$ cat config.mk
export PLATFORM = sky130hd
export DESIGN_NAME = hazard_control_unit
export DESIGN_NICKNAME = d
export VERILOG_FILES = /design/src/rtl/hazard_control_unit_pkg.sv /design/src/rtl/hazard_control_unit_fwd_select.sv /design/src/rtl/hazard_control_unit.sv
export SDC_FILE = /design/constraint.sdc
export NUM_CORES = 1
export LEC_CHECK = 0
export CAP_MARGIN = 20
export CORE_MARGIN = 1.5
export CORE_UTILIZATION = 47
export DETAILED_ROUTE_END_ITERATION = 10
export PLACE_DENSITY = 0.85
export SETUP_SLACK_MARGIN = 0.3
export SYNTH_ARGS = -nofsm -noshare
export SYNTH_HDL_FRONTEND = slang
export SYNTH_SLANG_ARGS = --single-unit
$ cat constraint.sdc
create_clock -name clk -period 2.9 [get_ports clk]
set_input_delay 0.58 -clock clk [delete_from_list [all_inputs] [get_ports clk]]
set_output_delay 0.58 -clock clk [all_outputs]
set_load 0.005 [all_outputs]
$ cat src/rtl/hazard_control_unit_pkg.sv
// Purpose: shared codes for the ID-stage hazard controller (forward selects, FSM states, PC reg).
// Latency: n/a (types, constants and one pure helper function only).
// Backpressure: n/a.
package hazard_control_unit_pkg;

  // Operand source selects driven onto fwd_a / fwd_b.
  localparam logic [1:0] FWD_RF      = 2'b00;
  localparam logic [1:0] FWD_EXMEM   = 2'b01;
  localparam logic [1:0] FWD_MEMWB   = 2'b10;
  // Reserved: the datapath has a WB-latch input, but this controller never selects it.
  localparam logic [1:0] FWD_WBLATCH = 2'b11;

  // R15 is the PC: it is never written through the normal RF path, so it can
  // neither cause a load-use stall nor be a forwarding source.
  localparam logic [3:0] REG_PC = 4'd15;

  typedef enum logic {
    ST_RUN   = 1'b0,
    ST_STALL = 1'b1
  } hcu_state_e;

  // True when a stage that writes register rd produces the value src needs.
  function automatic logic reg_match(input logic [3:0] rd,
                                     input logic       reg_write,
                                     input logic [3:0] src);
    return reg_write && (rd == src) && (src != REG_PC);
  endfunction

endpackage

$ cat src/rtl/hazard_control_unit_fwd_select.sv
// Purpose: per-operand forwarding select for the EX stage (EX/MEM beats MEM/WB beats RF).
// Latency: purely combinational, zero cycles.
// Backpressure: none; the select is a pure function of the current pipeline register fields.
//
// Ports:
//   src, src_use                 source register of the ID operand and whether it is read
//   mem_rd, mem_reg_write        destination / RegWrite of the EX/MEM instruction
//   wb_rd, wb_reg_write          destination / RegWrite of the MEM/WB instruction
//   sel                          2-bit operand source select (FWD_* codes)
module fwd_select
  import hazard_control_unit_pkg::*;
(
  input  logic [3:0] src,
  input  logic       src_use,
  input  logic [3:0] mem_rd,
  input  logic       mem_reg_write,
  input  logic [3:0] wb_rd,
  input  logic       wb_reg_write,
  output logic [1:0] sel
);

  always_comb begin
    sel = FWD_RF;
    if (src_use) begin
      // The younger producer (EX/MEM) holds the newer value, so it wins.
      if (reg_match(mem_rd, mem_reg_write, src)) begin
        sel = FWD_EXMEM;
      end else if (reg_match(wb_rd, wb_reg_write, src)) begin
        sel = FWD_MEMWB;
      end
    end
  end

endmodule

$ cat src/rtl/hazard_control_unit.sv
// Purpose: ID-stage hazard controller: load-use stall FSM, taken-branch flush, EX forwarding.
// Latency: control outputs are Mealy (same cycle as detection); counters update on the next edge.
// Backpressure: this block is the stall source; it never waits on anything downstream.
//
// Ports:
//   clk, reset                        clock, asynchronous active-high reset
//   id_src1/2, id_use_src1/2          operands of the IF/ID instruction and their read enables
//   ex_rd, ex_reg_write, ex_load      ID/EX destination, RegWrite, load flag
//   mem_rd, mem_reg_write             EX/MEM destination and RegWrite
//   wb_rd, wb_reg_write               MEM/WB destination and RegWrite
//   branch_taken                      taken B/BL resolved in EX
//   pc_enable, if_id_enable           PC and IF/ID register enables
//   if_id_flush                       IF/ID loads a NOP on the next edge
//   cu_mux_select                     1 = inject an all-zero control bubble into ID/EX
//   fwd_a, fwd_b                      EX operand source selects
//   stall_count, flush_count          saturating bubble / flush event counters
module hazard_control_unit
  import hazard_control_unit_pkg::*;
#(
  // Bubbles inserted per load-use hazard; valid range 1..7.
  parameter int unsigned LOAD_USE_STALL = 1,
  parameter int unsigned CNT_W          = 16
) (
  input  logic             clk,
  input  logic             reset,
  input  logic [3:0]       id_src1,
  input  logic [3:0]       id_src2,
  input  logic             id_use_src1,
  input  logic             id_use_src2,
  input  logic [3:0]       ex_rd,
  input  logic             ex_reg_write,
  input  logic             ex_load,
  input  logic [3:0]       mem_rd,
  input  logic             mem_reg_write,
  input  logic [3:0]       wb_rd,
  input  logic             wb_reg_write,
  input  logic             branch_taken,
  output logic             pc_enable,
  output logic             if_id_enable,
  output logic             if_id_flush,
  output logic             cu_mux_select,
  output logic [1:0]       fwd_a,
  output logic [1:0]       fwd_b,
  output logic [CNT_W-1:0] stall_count,
  output logic [CNT_W-1:0] flush_count
);

  // The detecting RUN cycle is the first bubble, so STALL supplies the rest:
  // entering with cnt = N-2 and leaving after the cnt==0 cycle gives N-1 more.
  localparam int unsigned RELOAD_INT   = (LOAD_USE_STALL >= 2) ? (LOAD_USE_STALL - 2) : 0;
  localparam logic [2:0]  STALL_RELOAD = RELOAD_INT[2:0];

  hcu_state_e       state_q, state_d;
  logic [2:0]       cnt_q, cnt_d;
  logic [CNT_W-1:0] stall_q, flush_q;
  logic             stall_inc, flush_inc;
  logic             hz;
  logic [1:0]       sel_a, sel_b;

  // Load-use: the ID instruction needs a register the load in EX has not fetched yet.
  assign hz = ex_load &&
              ((id_use_src1 && reg_match(ex_rd, ex_reg_write, id_src1)) ||
               (id_use_src2 && reg_match(ex_rd, ex_reg_write, id_src2)));

  always_ff @(posedge clk or posedge reset) begin
    if (reset) begin
      state_q <= ST_RUN;
      cnt_q   <= 3'd0;
    end else begin
      state_q <= state_d;
      cnt_q   <= cnt_d;
    end
  end

  always_comb begin
    state_d       = state_q;
    cnt_d         = cnt_q;
    pc_enable     = 1'b1;
    if_id_enable  = 1'b1;
    if_id_flush   = 1'b0;
    cu_mux_select = 1'b0;
    stall_inc     = 1'b0;
    flush_inc     = 1'b0;

    if (reset) begin
      // Hold a bubble in ID/EX while in reset, but let fetch run freely.
      cu_mux_select = 1'b1;
    end else if (branch_taken) begin
      // Wrong-path instructions in IF/ID and ID are squashed; any pending
      // stall belonged to one of them, so it is dropped.
      if_id_flush   = 1'b1;
      cu_mux_select = 1'b1;
      state_d       = ST_RUN;
      cnt_d         = 3'd0;
      flush_inc     = 1'b1;
    end else if (state_q == ST_STALL) begin
      pc_enable     = 1'b0;
      if_id_enable  = 1'b0;
      cu_mux_select = 1'b1;
      stall_inc     = 1'b1;
      if (cnt_q == 3'd0) begin
        state_d = ST_RUN;
      end else begin
        cnt_d = cnt_q - 3'd1;
      end
    end else if (hz) begin
      pc_enable     = 1'b0;
      if_id_enable  = 1'b0;
      cu_mux_select = 1'b1;
      stall_inc     = 1'b1;
      if (LOAD_USE_STALL > 1) begin
        state_d = ST_STALL;
        cnt_d   = STALL_RELOAD;
      end
    end
  end

  // Saturating event counters.
  always_ff @(posedge clk or posedge reset) begin
    if (reset) begin
      stall_q <= '0;
      flush_q <= '0;
    end else begin
      if (stall_inc && (stall_q != '1)) begin
        stall_q <= stall_q + CNT_W'(1);
      end
      if (flush_inc && (flush_q != '1)) begin
        flush_q <= flush_q + CNT_W'(1);
      end
    end
  end

  assign stall_count = stall_q;
  assign flush_count = flush_q;

  fwd_select u_fwd_a (
    .src           (id_src1),
    .src_use       (id_use_src1),
    .mem_rd        (mem_rd),
    .mem_reg_write (mem_reg_write),
    .wb_rd         (wb_rd),
    .wb_reg_write  (wb_reg_write),
    .sel           (sel_a)
  );

  fwd_select u_fwd_b (
    .src           (id_src2),
    .src_use       (id_use_src2),
    .mem_rd        (mem_rd),
    .mem_reg_write (mem_reg_write),
    .wb_rd         (wb_rd),
    .wb_reg_write  (wb_reg_write),
    .sel           (sel_b)
  );

  // Pipeline register contents are meaningless during reset; select the RF.
  assign fwd_a = reset ? FWD_RF : sel_a;
  assign fwd_b = reset ? FWD_RF : sel_b;

endmodule

==> impl_results.md, run 1 <==
* Cts bufs inserted at 5
* CP arrival at 1920 ps
* Ys async rst share at 100%
* Root buffer cell: clkbuf_8
* Number of enable flip-flop cells after synthesis at 0
* Comb pwr share at 21.9%
* Die H at 72.4 µm
* Yosys cell types at 44
* Sequential element share of the synthesized area at 39.8%
* Ports at 69
* Average wire per standard cell at 14.0 µm
* Final Cycle Share at 86.1%
* Reg clk slew, reported paths at 70 ps
* Worst skew pair latency at 280 ps
* CP endpoint kind: output port
* Clk sink count at 36
* Synth top area share at 39.8%
* Starting DRT DRC Count at 123
* Net switching power at 0.351 mW
* Wirelength, routed at 5.17 mm
* Worst-path fanout max at 4
* Yosys warns at 0
* Overall Power at 1.33 mW
* Cells after Synth at 228
* Maximum vdd ir drop at 242 µV
* Clock Power Share at 32.4%
* N_diodes at 0
* Detail Route Antenna Nets at 0
* H-Tree Depth at 2
* Area Overhead vs Synth at 41.1%
* Dominant cell type by area after synthesis: dfrtp_1
* Status: finished clean
* Post-layout util at 68.2%
* Final hold vios at 0
* Total iterations of the first detailed-routing run at 4
* Fin. max-slew vios at 0
* Residual DRC at 0
* Nets at 347
* Least-Margin Pin Slew at 514 ps
* Setup slack after layout at 402 ps
* Syn Nets at 261
* Largest net degree at the start of global routing at 39
* Number of global-route vias before repair at 1921
* Initial Util at 48.3%
* Global Route Usage Sum at 20.9%
* IO Port Bufs at 68
* Ratio of cells with drive above 1 in the final layout at 14.0%
* CTS tree: built
* Commonest non-fill, non-tap cell in the layout: clkdlybuf4s50_1
* Vias per cell at 5.63
* Die X at 72.4 µm
* # Max-Cap Violations at 0
* Post-Place Setup Slack at -50.7 ps
* Sw frac at 26.4%
* Fmax at 400 MHz
* Synthesized area per cell at 9.94 µm²
* Ratio of total power to cell area at 415 nW/µm²
* Core area at 4690 µm²
* Synth top area cells: dfrtp_1, xnor2_1, xor2_1, nand3_1, nand4_1
* CTS max path bufs at 2
* Reg power frac at 45.8%
* Skew final at 5.03 ps
* Most used DFF post-synth: dfrtp_1
* Synth Register Bits at 36
* Slew Limit Headroom at 65.4%
* Area of the mapped netlist at 2270 µm²
* Final setup fails at 0
* Vias at 2077
* DIE AREA at 5250 µm²
* Site Rows at 25
* RSZ-0062 raised after global routing: false
* Cts hold-fix bufs at 0
* Final Critical Period at 2500 ps
* Startpoint Class: input port
* DP Wirelength at 4.02 mm
* Hold WC Path Type: register to register
* Int Pwr at 0.977 mW
* Most frequent cells in the layout: clkdlybuf4s50_1, dfrtp_1, xnor2_1
* Crit path kind: input port to output port
* RD Place Congestion at 0.913
* First-pass GRT wire length at 8.66 mm
* Grt ovf at 0
* Setup TNS at 0 ps
* P_leak at 1.45 nW
* Initial antenna violation count at 0
* Critical path required time at 2320 ps
==> kinds of logic after synthesis <==
family / after synthesis / synth area share (%)
compound gates: 33 / 10.5
xor+xnor: 47 / 18.5
fa+ha+maj: 4 / 2.21
buf+inv: 15 / 3.98
flops: 36 / 39.8
mux: 5 / 2.65
simple gates: 88 / 22.4
==> timing repair <==
| item | CTS | global route |
|---|---|---|
| endpoints found under the setup margin | 8 | 5 |
| pin swaps | 13 | 6 |
| resized for setup | 27 | 5 |
| setup buffers | 1 | 1 |
| cloned | 0 | 0 |
==> Yosys cell counts (2+ instances only) <==
cell type	count
dfrtp_1	36
xnor2_1	29
nand3_1	17
xor2_1	17
nand2_1	16
nor2_1	11
nand4_1	10
o21ai_0	10
and3_1	8
inv_1	7
o2111ai_1	6
o211ai_1	6
and4_1	4
ha_1	4
a21oi_1	3
buf_2	3
buf_6	3
nor4_1	3
and2_1	2
and3_2	2
buf_4	2
mux2_1	2
mux2_2	2
nand4_2	2
nor3_1	2
o211a_1	2
o22ai_1	2
==> final cells by class <==
class / count / area (µm²)
fill: 368 / 1490
multi-input combinational: 177 / 1280
sequential: 36 / 901
timing repair buffer: 87 / 808
clock buffer: 6 / 72.6
tap: 54 / 67.6
clock inverter: 2 / 35.0
inverter: 7 / 30.0
==> sequential cells by signal (all words and copies together), names as in the netlist <==
signal	cells
stall_count	16
cnt_q	3
flush_count	16
state_q	1
==> power groups by stage <==
stage | Combinational, mW | Sequential (mW) | Clock (mW)
CTS | 0.292 | 0.607 | 0.438
detailed placement | 0.299 | 0.617 | 0
floorplan | 0.121 | 0.610 | 0
finish | 0.290 | 0.608 | 0.430
global route | 0.319 | 0.614 | 0.463
global placement | 0.289 | 0.612 | 0
==> stage by stage <==
stage | std cells | hold WS, ps | area, µm²
floorplan | 228 | 451 | 2270
global placement | 359 | 472 | 3080
detailed placement | 359 | 485 | 3080
CTS | 368 | 496 | 3180
global route | 369 | 518 | 3200
finish | 369 | 489 | 3200
==> per-layer routing <==
| metal | GRT usage, % | routed length [µm] | vias to the layer above |
|---|---|---|---|
| met4 | 9.22 | 127 | 0 |
| li1 | - | - | 995 |
| met1 | 25.9 | 2170 | 980 |
| met2 | 36.0 | 2570 | 90 |
| met5 | 0 | 0 | - |
| met3 | 3.19 | 296 | 12 |
==> worst max-delay path, cell delays in order <==
cell and delay (ps):
clkdlybuf4s50_1 510, buf_4 150, nand2b_1 110, inv_2 80, clkdlybuf4s50_1 490
==> worst paths after layout <==
check	startpoint	endpoint	slack (ps)	cells past startpoint
max	branch_taken	if_id_flush	400	5
min	stall_count[14]$_DFFE_PP0P_	stall_count[14]$_DFFE_PP0P_	490	1
max reg2reg	stall_count[0]$_DFFE_PP0P_	stall_count[1]$_DFFE_PP0P_	870	5
min reg2reg	stall_count[14]$_DFFE_PP0P_	stall_count[14]$_DFFE_PP0P_	490	1
max in group asynchronous	reset	stall_count[10]$_DFFE_PP0P_	1900	3
min in group asynchronous	reset	flush_count[3]$_DFFE_PP0P_	670	3
Note: power is estimated with default switching activity, not from simulation.
==> run 2, diff against run 1 <==
Settings changed: CELL_PAD_IN_SITES_DETAIL_PLACEMENT set to 0, CELL_PAD_IN_SITES_GLOBAL_PLACEMENT set to 1, CORE_UTILIZATION 47 to 35, PLACE_DENSITY 0.85 to 0.84.
==> impl_results.md, run 2 (synthesized netlist as in run 1, its figures left out) <==
* Ratio of cells with drive above 1 in the final layout at 12.3%
* Cts hold-fix bufs at 0
* Status: finished clean
* Net switching power at 0.348 mW
* First-pass GRT wire length at 9.01 mm
* IO Port Bufs at 68
* R2R depth at 5
* Reg clk slew, reported paths at 70 ps
* Ports at 69
* Reg2reg start: stall_count[1]$_DFFE_PP0P_
* Worst hold start: cnt_q[0]$_DFFE_PP0P_
* Crit path kind: input port to output port
* CP endpoint kind: output port
* Critical path required time at 2320 ps
* Largest net degree at the start of global routing at 39
* Worst Hold Endpoint: cnt_q[0]$_DFFE_PP0P_
* Clk sink count at 36
* Startpoint Class: input port
* Initial Util at 35.9%
* Most frequent cells in the layout: clkdlybuf4s50_1, dfrtp_1, xnor2_1
* CTS max path bufs at 2
* # Max-Cap Violations at 0
* Site Rows at 29
* P_leak at 1.37 nW
* CTS tree: built
* Initial antenna violation count at 0
* Worst-path fanout max at 2
* Vias at 1983
* CP arrival at 1940 ps
* DP Wirelength at 4.09 mm
* Int Pwr at 0.908 mW
* Setup TNS at 0 ps
* Final hold slack at 485 ps
* Root buffer cell: clkbuf_8
* Clock Power Share at 29.1%
* Slew Limit Headroom at 64.3%
* Sw frac at 27.7%
* Reg power frac at 48.6%
* H-Tree Depth at 2
* Skew final at 5.19 ps
* Vias per cell at 5.15
* Final Cycle Share at 86.9%
* Hold WC Path Type: register to register
* N_diodes at 0
* Worst skew pair latency at 280 ps
* Residual DRC at 0
* Grt ovf at 0
* Wirelength, routed at 5.28 mm
* Die H at 83.5 µm
* Number of global-route vias before repair at 1948
* Final Critical Period at 2520 ps
* FILL cells at 626
* Starting DRT DRC Count at 59
* Total iterations of the first detailed-routing run at 4
* Fmax at 397 MHz
* Least-Margin Pin Slew at 530 ps
* Final hold vios at 0
* Maximum vdd ir drop at 320 µV
* Average wire per standard cell at 13.7 µm
* Cts bufs inserted at 5
* Die X at 83.5 µm
* Global Route Usage Sum at 15.7%
* Nets at 340
* Final setup fails at 0
* Hold Crit Depth at 1
* Commonest non-fill, non-tap cell in the layout: clkdlybuf4s50_1
* Worst R2R Setup Slack at 900 ps
* RD Place Congestion at 0.914
* Area Overhead vs Synth at 38.6%
* Ratio of total power to cell area at 400 nW/µm²
* Comb pwr share at 22.2%
* Detail Route Antenna Nets at 0
* RSZ-0062 raised after global routing: true
* Fin. max-slew vios at 0
* DIE AREA at 6970 µm²
* Reg-to-Reg End: stall_count[1]$_DFFE_PP0P_
* Core area at 6310 µm²
==> run 2: cell count changes in the layout (fill, tap and decap cells not counted), sizes merged <==
| cell | change |
|---|---|
| clkdlybuf4s50 | +1 |
| dlygate4sd2 | -1 |
| clkinv | -1 |
| buf | -7 |
| clkbuf | +5 |
| bufinv | -1 |
| dlymetal6s2s | -3 |
==> run 2: worst max-delay path by stage <==
stage / slack, ps / end / startpoint
2_1_floorplan: 640 / pc_enable / id_src2[1]
3_3_place_gp: -70 / cu_mux_select / id_src1[0]
3_5_place_dp: -100 / cu_mux_select / id_src1[0]
4_1_cts: 370 / fwd_a[0] / id_src1[1]
5_1_grt: 260 / cu_mux_select / ex_rd[1]
6_report: 380 / cu_mux_select / ex_rd[1]
==> run 2: area by class of cell <==
class	instances	area [µm²]	share of cell area, %
clock buffer	8	90.1	2.87
inverter	7	30.0	0.956
multi-input combinational	177	1300	41.3
sequential	36	901	28.7
tap	77	96.3	3.07
timing repair buffer	80	727	23.1
==> run 2: timing repair <==
action	in CTS	in global routing
gates resized for setup	29	7
buffers inserted	1	0
setup endpoints to repair	8	4
pin swaps	11	0
==> run 2: worst max-delay path: stages <==
cell and delay, ps:
clkdlybuf4s50_1 500, xnor2_1 120, nand2_1 130, o22ai_2 160
nand3_1 90, nand3b_1 110, dlygate4sd2_1 250
==> run 2: metal layers <==
| layer | part of all wire (%) | wire length (µm) | track usage, % | up-vias |
|---|---|---|---|---|
| met3 | 5.9 | 310 | 4.25 | 10 |
| met2 | 47 | 2500 | 25.6 | 67 |
| li1 | - | - | - | 977 |
| met4 | 2.0 | 105 | 5.37 | 0 |
| met1 | 45 | 2360 | 20.3 | 929 |
| met5 | 0 | 0 | 0 | - |
==> run 2: power by group through the flow <==
| stage | clock network [mW] | registers [mW] | logic (mW) |
|---|---|---|---|
| after floorplan | 0 | 0.610 | 0.121 |
| after global placement | 0 | 0.619 | 0.283 |
| after detailed placement | 0 | 0.620 | 0.290 |
| after CTS | 0.380 | 0.611 | 0.282 |
| after global routing | 0.398 | 0.622 | 0.309 |
| final | 0.366 | 0.611 | 0.279 |
==> run 2: stage by stage <==
step                      power [mW]  cells  cell area, µm²  setup slack (ps)  util [%]
final                           1.26    385            3140               379      49.7
after global routing            1.33    385            3140               262      49.7
after CTS                       1.27    385            3150               365      49.8
after detailed placement       0.910    376            3070             -95.3      48.6
after global placement         0.902    376            3070             -67.6      48.6
after floorplan                0.730    228            2270               640         -
